`src/rtl/uart_rx_ctrl.sv`:
```
// UART receive-path controller: runs the done/clear handshake with the receiver,
// buffers bytes in a first-word-fall-through FIFO and counts bytes lost to a full FIFO.
module uart_rx_ctrl #(
   parameter int DEPTH  = 8,
   parameter int ADDR_W = 3,
   parameter int OVR_W  = 8
) (
   input  logic              clk,
   input  logic              rst,
   input  logic              en,
   input  logic [7:0]        rx_data,
   input  logic              rx_done,
   output logic              rx_clear,
   output logic [7:0]        m_data,
   output logic              m_valid,
   input  logic              m_ready,
   output logic [ADDR_W:0]   level,
   output logic [OVR_W-1:0]  overrun_cnt,
   input  logic              ovr_clr,
   output logic              busy
);

   typedef enum logic [1:0] {IDLE, CLEAR, RELEASE} state_t;

   state_t              state_q, state_d;
   logic [7:0]          mem_q [DEPTH];
   logic [ADDR_W-1:0]   wr_ptr_q, wr_ptr_d;
   logic [ADDR_W-1:0]   rd_ptr_q, rd_ptr_d;
   logic [ADDR_W:0]     level_q, level_d;
   logic [OVR_W-1:0]    ovr_q, ovr_d;
   logic                capture, full, push, pop, drop;

   assign capture = (state_q == IDLE) && en && rx_done;
   assign full    = (level_q == (ADDR_W+1)'(DEPTH));
   assign pop     = m_valid && m_ready;
   // A pop on the same edge frees the slot, so a full FIFO can still accept.
   assign push    = capture && (!full || pop);
   assign drop    = capture && full && !pop;

   always_comb begin
      state_d = state_q;
      case (state_q)
         IDLE:    if (capture) state_d = CLEAR;
         CLEAR:   state_d = RELEASE;
         RELEASE: if (!rx_done) state_d = IDLE;
         default: state_d = IDLE;
      endcase
   end

   always_comb begin
      wr_ptr_d = wr_ptr_q;
      rd_ptr_d = rd_ptr_q;
      level_d  = level_q;
      ovr_d    = ovr_q;
      if (push) wr_ptr_d = wr_ptr_q + 1'b1;
      if (pop)  rd_ptr_d = rd_ptr_q + 1'b1;
      case ({push, pop})
         2'b10:   level_d = level_q + 1'b1;
         2'b01:   level_d = level_q - 1'b1;
         default: level_d = level_q;
      endcase
      if (ovr_clr)                   ovr_d = '0;
      else if (drop && ovr_q != '1)  ovr_d = ovr_q + 1'b1;
   end

   always_ff @(posedge clk) begin
      if (rst) begin
         state_q  <= IDLE;
         wr_ptr_q <= '0;
         rd_ptr_q <= '0;
         level_q  <= '0;
         ovr_q    <= '0;
      end else begin
         state_q  <= state_d;
         wr_ptr_q <= wr_ptr_d;
         rd_ptr_q <= rd_ptr_d;
         level_q  <= level_d;
         ovr_q    <= ovr_d;
      end
   end

   // Storage needs no reset; contents are only visible while level is non-zero.
   always_ff @(posedge clk) begin
      if (push) mem_q[wr_ptr_q] <= rx_data;
   end

   assign rx_clear    = (state_q != IDLE);
   assign busy        = (state_q != IDLE);
   assign m_valid     = (level_q != '0);
   assign m_data      = mem_q[rd_ptr_q];
   assign level       = level_q;
   assign overrun_cnt = ovr_q;

endmodule

```
`config.mk`:
```
export PLATFORM = sky130hd
export DESIGN_NAME = uart_rx_ctrl
export DESIGN_NICKNAME = d
export VERILOG_FILES = /design/src/rtl/uart_rx_ctrl.sv
export SDC_FILE = /design/constraint.sdc
export NUM_CORES = 1
export LEC_CHECK = 0
export CELL_PAD_IN_SITES_DETAIL_PLACEMENT = 1
export CELL_PAD_IN_SITES_GLOBAL_PLACEMENT = 1
export CORE_MARGIN = 2
export CORE_UTILIZATION = 50
export DETAILED_ROUTE_END_ITERATION = 8
export PLACE_DENSITY_LB_ADDON = 0.1
export SYNTH_ARGS = -nofsm -noshare
export SYNTH_HDL_FRONTEND = slang
export SYNTH_SLANG_ARGS = --single-unit
```
`constraint.sdc`:
```
create_clock -name clk -period 7.6 [get_ports clk]
set_clock_uncertainty 0.2 [all_clocks]
set_input_delay 1.52 -clock clk [delete_from_list [all_inputs] [get_ports clk]]
set_output_delay 1.52 -clock clk [all_outputs]
set_load 0.005 [all_outputs]
```
* Word-level counts from Yosys, hierarchy flattened
Memory sizes are Yosys's and may differ from the RTL's. A register that Yosys moved wholly into a read port is not among the register bits.
Cells that the tools add are included.
** Storage, ports and cells
- Output and inout bits :: 23
- Word-level logic and storage cells :: 43
- Flip-flop bits (word level) :: 20
- Memories kept :: 1
- RAM bits :: 64
** Operators by class
- $add $sub $neg :: 5
- Equal/unequal tests :: 8
- Muxes and demuxes :: 8
- Reduce and logical (&&, ||, !) cells :: 16
** Memories
- mem_q :: words 8, bits a word 8, read ports 1, clocked after memory_dff 1, write ports 1, line 26 : logic [7:0] mem_q [DEPTH];
** Operators with widths (count)
- $add 8x1->8 const B :: 1
- $ne 8x8->1 const B :: 1
- $pmux 4 s2 :: 1
- $logic_and 1x1->1 :: 7
- $add 3x1->3 const B :: 2
- $mux 3 :: 2
- $pmux 2 s3 :: 1
- $add 4x1->4 const B :: 1
- $eq 2x1->1 const B :: 2
- $eq 2x2->1 const B :: 2
- $eq 4x4->1 const B :: 1
- $mux 2 :: 2
- $ne 2x2->1 const B :: 2
- $reduce_bool 2->1 :: 2
- $reduce_bool 4->1 :: 1
- $sub 4x1->4 const B :: 1
- $logic_not 1->1 :: 2
- $logic_not 2->1 :: 1
- $mux 1 :: 2
- $reduce_and 2->1 :: 1
- $reduce_or 2->1 :: 1
- $logic_or 1x1->1 :: 1

* Depth between registers and ports, before layout
- Depth in word-level cells :: 6
- Depth in mapped cells :: 8
- Depth with buffers taken out :: 7

* Worst setup path before layout
No wires, ideal clock.
- Kind :: in2reg
- Start :: input port en
- End :: memory mem_q[2][0] (enable)
- Data required time :: 7.002 ns
- Cell stages on the path :: 3
- Data arrival time :: 2.992 ns
- Setup time :: 0.398 ns
- Path buffers :: 0
- Setup slack :: 4.010 ns
- Cell sequence :: and4bb_4 > o21ai_0 > nor4b_1
** Between the ends
- Longest elaborated chain between the ends :: 5
** Ends and longest elaborated chain
- start, declared :: line 10 : input logic en,
- $logic_and 1x1->1 (2 in series) :: line 33 : assign capture = (state_q == IDLE) && en && rx_done;
- $logic_and 1x1->1 :: line 37 : assign push = capture && (!full || pop);
- $mux 1 :: line 84 : if (push) mem_q[wr_ptr_q] <= rx_data;
- $mux 1 (not written as such) :: line 84
- end, declared :: line 26
No other way between the ends.

==> metrics.cfg <==
[synth]
ys_warn_count = 0
ys_ff_latch = 87
synth_edf_count = 64
synth_top_family_by_area = multiplexers
synth_flop_cell = edfxtp_1
syn_area_um2 = 3593
yosys-top-cells-count = 64 x edfxtp_1, 23 x dfxtp_1, 16 x mux4_2
synthAdderAreaFrac = 0.01393
synth_cell_types = 47
yosys.area_share.simple = 0.1003
synth_mux_area_frac = 0.1375
async_flop_share = 0
synth_top_area_frac = 0.5348
syn_inst = 227
synthTopCellsByArea = edfxtp_1 53%, dfxtp_1 13%, mux4_2 10%
synth-compound-area-share = 0.05223
synth_xor_area_frac = 0.01219
synth_largest_area_cell = edfxtp_1
synth_most_common_cell = edfxtp_1
syn-num-nets = 245
avgSynthCellArea_um2 = 15.83
yosysSeqAreaShare = 0.6630

[floorplanning]
die_w_um = 88.78
pin_count = 37
dieArea_um2 = 7881
core_um2 = 6869
die_y_um = 88.78
rows = 30
start_util = 0.5231

[clocking]
cts_resized = 0
clock_path_buffers = 2
cts_made_buffers = 9
cts_sinks = 87
cts-hold-fix-buffers = 0
cts-root-buf = clkbuf_8
path_clk_slew_ps = 80
clock_latency_ps = 350
cts_tree = yes
cts_max_level = 3
cts_setup_buffers = 0

[final_layout]
drive_above_1_share = 0.2007
fill_cells = 645
area_delta_synth_final_pct = 18.73
diodes = 0
stdcell_count = 365
layout.nets = 283

[setup_path]
end_kind = output port
cp_data_arrival_time_ps = 2720
critPathMaxFanout = 16
critPathKind = register to output port
startpoint_type = register
critPathRequiredTime_ps = 5880
r2r_cells = 4

[detailed_routing]
antenna_left = 0
first_pass_iters = 4
avgViaCountPerCell = 5.551
wl_per_cell_um = 18.83
drc = 0
vias = 2026
drt_iter0_drc = 89
routed_wl_um = 6872

[placed_design]
dp_hpwl_um = 4585
placed_cells = 350
place_congestion = 0.7398
detailedPlace.worstSlack_ps = 3096
io_buffers = 36

[timing]
rsz0062_at_grt = false
maxSlewViolCount = 0
worst_pin_slew_ps = 1276
relSlewSlack = 0.1472
finalHoldViolCount = 0
layout_setup_ws_ps = 3163
finalSetupViolations = 0
setup_tns_ps = 0
period_needed_ps = 4437
finalCritPeriodShare = 0.5838
hold_slack_ps = 296.7
max_freq_mhz = 225.4

[global_route]
globalRouteOverflowTotal = 0
grt_usage = 0.1901
grt_max_degree = 19
grt_pass1_wl_um = 10580
grt_pass1_vias = 2026
antenna_found_initial = 0

[min_path]
hp-class = register to register
whs_path_depth = 2

[power_and_ir_drop]
irDropWorstVdd_uv = 189.8
p_leak_nw = 1.355
power-per-cell-area_nw_per_um2 = 268.3
pwr-share-comb = 0.201
p_int_w = 0.0008559
pwr-share-seq = 0.503
switching_share = 0.2525
switchingPower_w = 0.0002891
pwr-share-clk = 0.296

[outcome]
run_status = finished clean

[flow_run]
maxCapViolCount = 0

[final timing paths]
path / start / endpoint / slack (ps)
setup / recovery: register / m_data[4] / 3160
hold / removal: overrun_cnt[6]$_SDFFE_PP0P_ / overrun_cnt[6]$_SDFFE_PP0P_ / 300
setup reg to reg: level[1]$_SDFFE_PP0P_ / mem_q[6][4]$_DFFE_PP_ / 4630
hold reg to reg: overrun_cnt[6]$_SDFFE_PP0P_ / overrun_cnt[6]$_SDFFE_PP0P_ / 300
[cell usage in the layout (no fill, tap or decap), types with 5 or more instances in the layout]
master / count
edfxtp_1: 64
clkdlybuf4s50_1: 36
dfxtp_1: 23
mux4_2: 16
nor2_1: 14
mux2_2: 10
a21oi_1: 10
clkbuf_8: 9
nand2_1: 8
nand3_1: 5
[logic make-up after synthesis]
family                     Yosys count
DFF                                 87
and+or+nand+nor                     61
muxes                               28
AOI/OAI and AO/OA                   26
buffers and inverters               16
xor gates and xnor gates             5
adders and majority gates            4
[metrics by stage]
stage               cell area, um2  total power [W]    util
global route                  4267         0.001195  0.6211
CTS                           4267         0.001158  0.6211
global placement              4058        0.0008113  0.5907
detailed placement            4058        0.0008183  0.5907
floorplan                     3593        0.0007251       -
finish                        4267         0.001145  0.6211
[critical path, stage by stage (launching register included)]
cell and delay [ps]:
dfxtp_1 1020, mux4_2 600, mux2_2 280, clkdlybuf4s50_1 460
[routing by layer]
layer,GRT usage,up-vias,routed length [um]
met5,0,-,0
met4,0.07851,0,117
met3,0.04384,10,178
met2,0.3195,36,3492
met1,0.2379,1019,3083
li1,-,961,-
[power groups by stage]
stage          clock network (W)  logic (W)  registers (W)
2_1_floorplan                  0   0.000166       0.000559
3_3_place_gp                   0   0.000224       0.000588
3_5_place_dp                   0   0.000230       0.000589
4_1_cts                 0.000347   0.000233       0.000578
5_1_grt                 0.000361   0.000251       0.000583
6_report                0.000339   0.000230       0.000576
[area by class of cell]
type / instances / area (um2) / share of cell area
inverter: 3 / 11.26 / 0.002639
clock buffer: 9 / 123.9 / 0.02903
multi-input combinational: 124 / 1154 / 0.2704
timing repair buffer: 40 / 390.4 / 0.09150
sequential: 87 / 2382 / 0.5584
clock inverter: 6 / 85.08 / 0.01994
tap: 96 / 120.1 / 0.02815
[registers in the layout, indices dropped and copies added (netlist names), named ones only]
| signal | cells |
|---|---|
| mem_q | 64 |
| overrun_cnt | 8 |
| level | 4 |
| rd_ptr_q | 3 |
| wr_ptr_q | 3 |
| state_q | 2 |
Note: power is estimated with default switching activity, not from simulation.
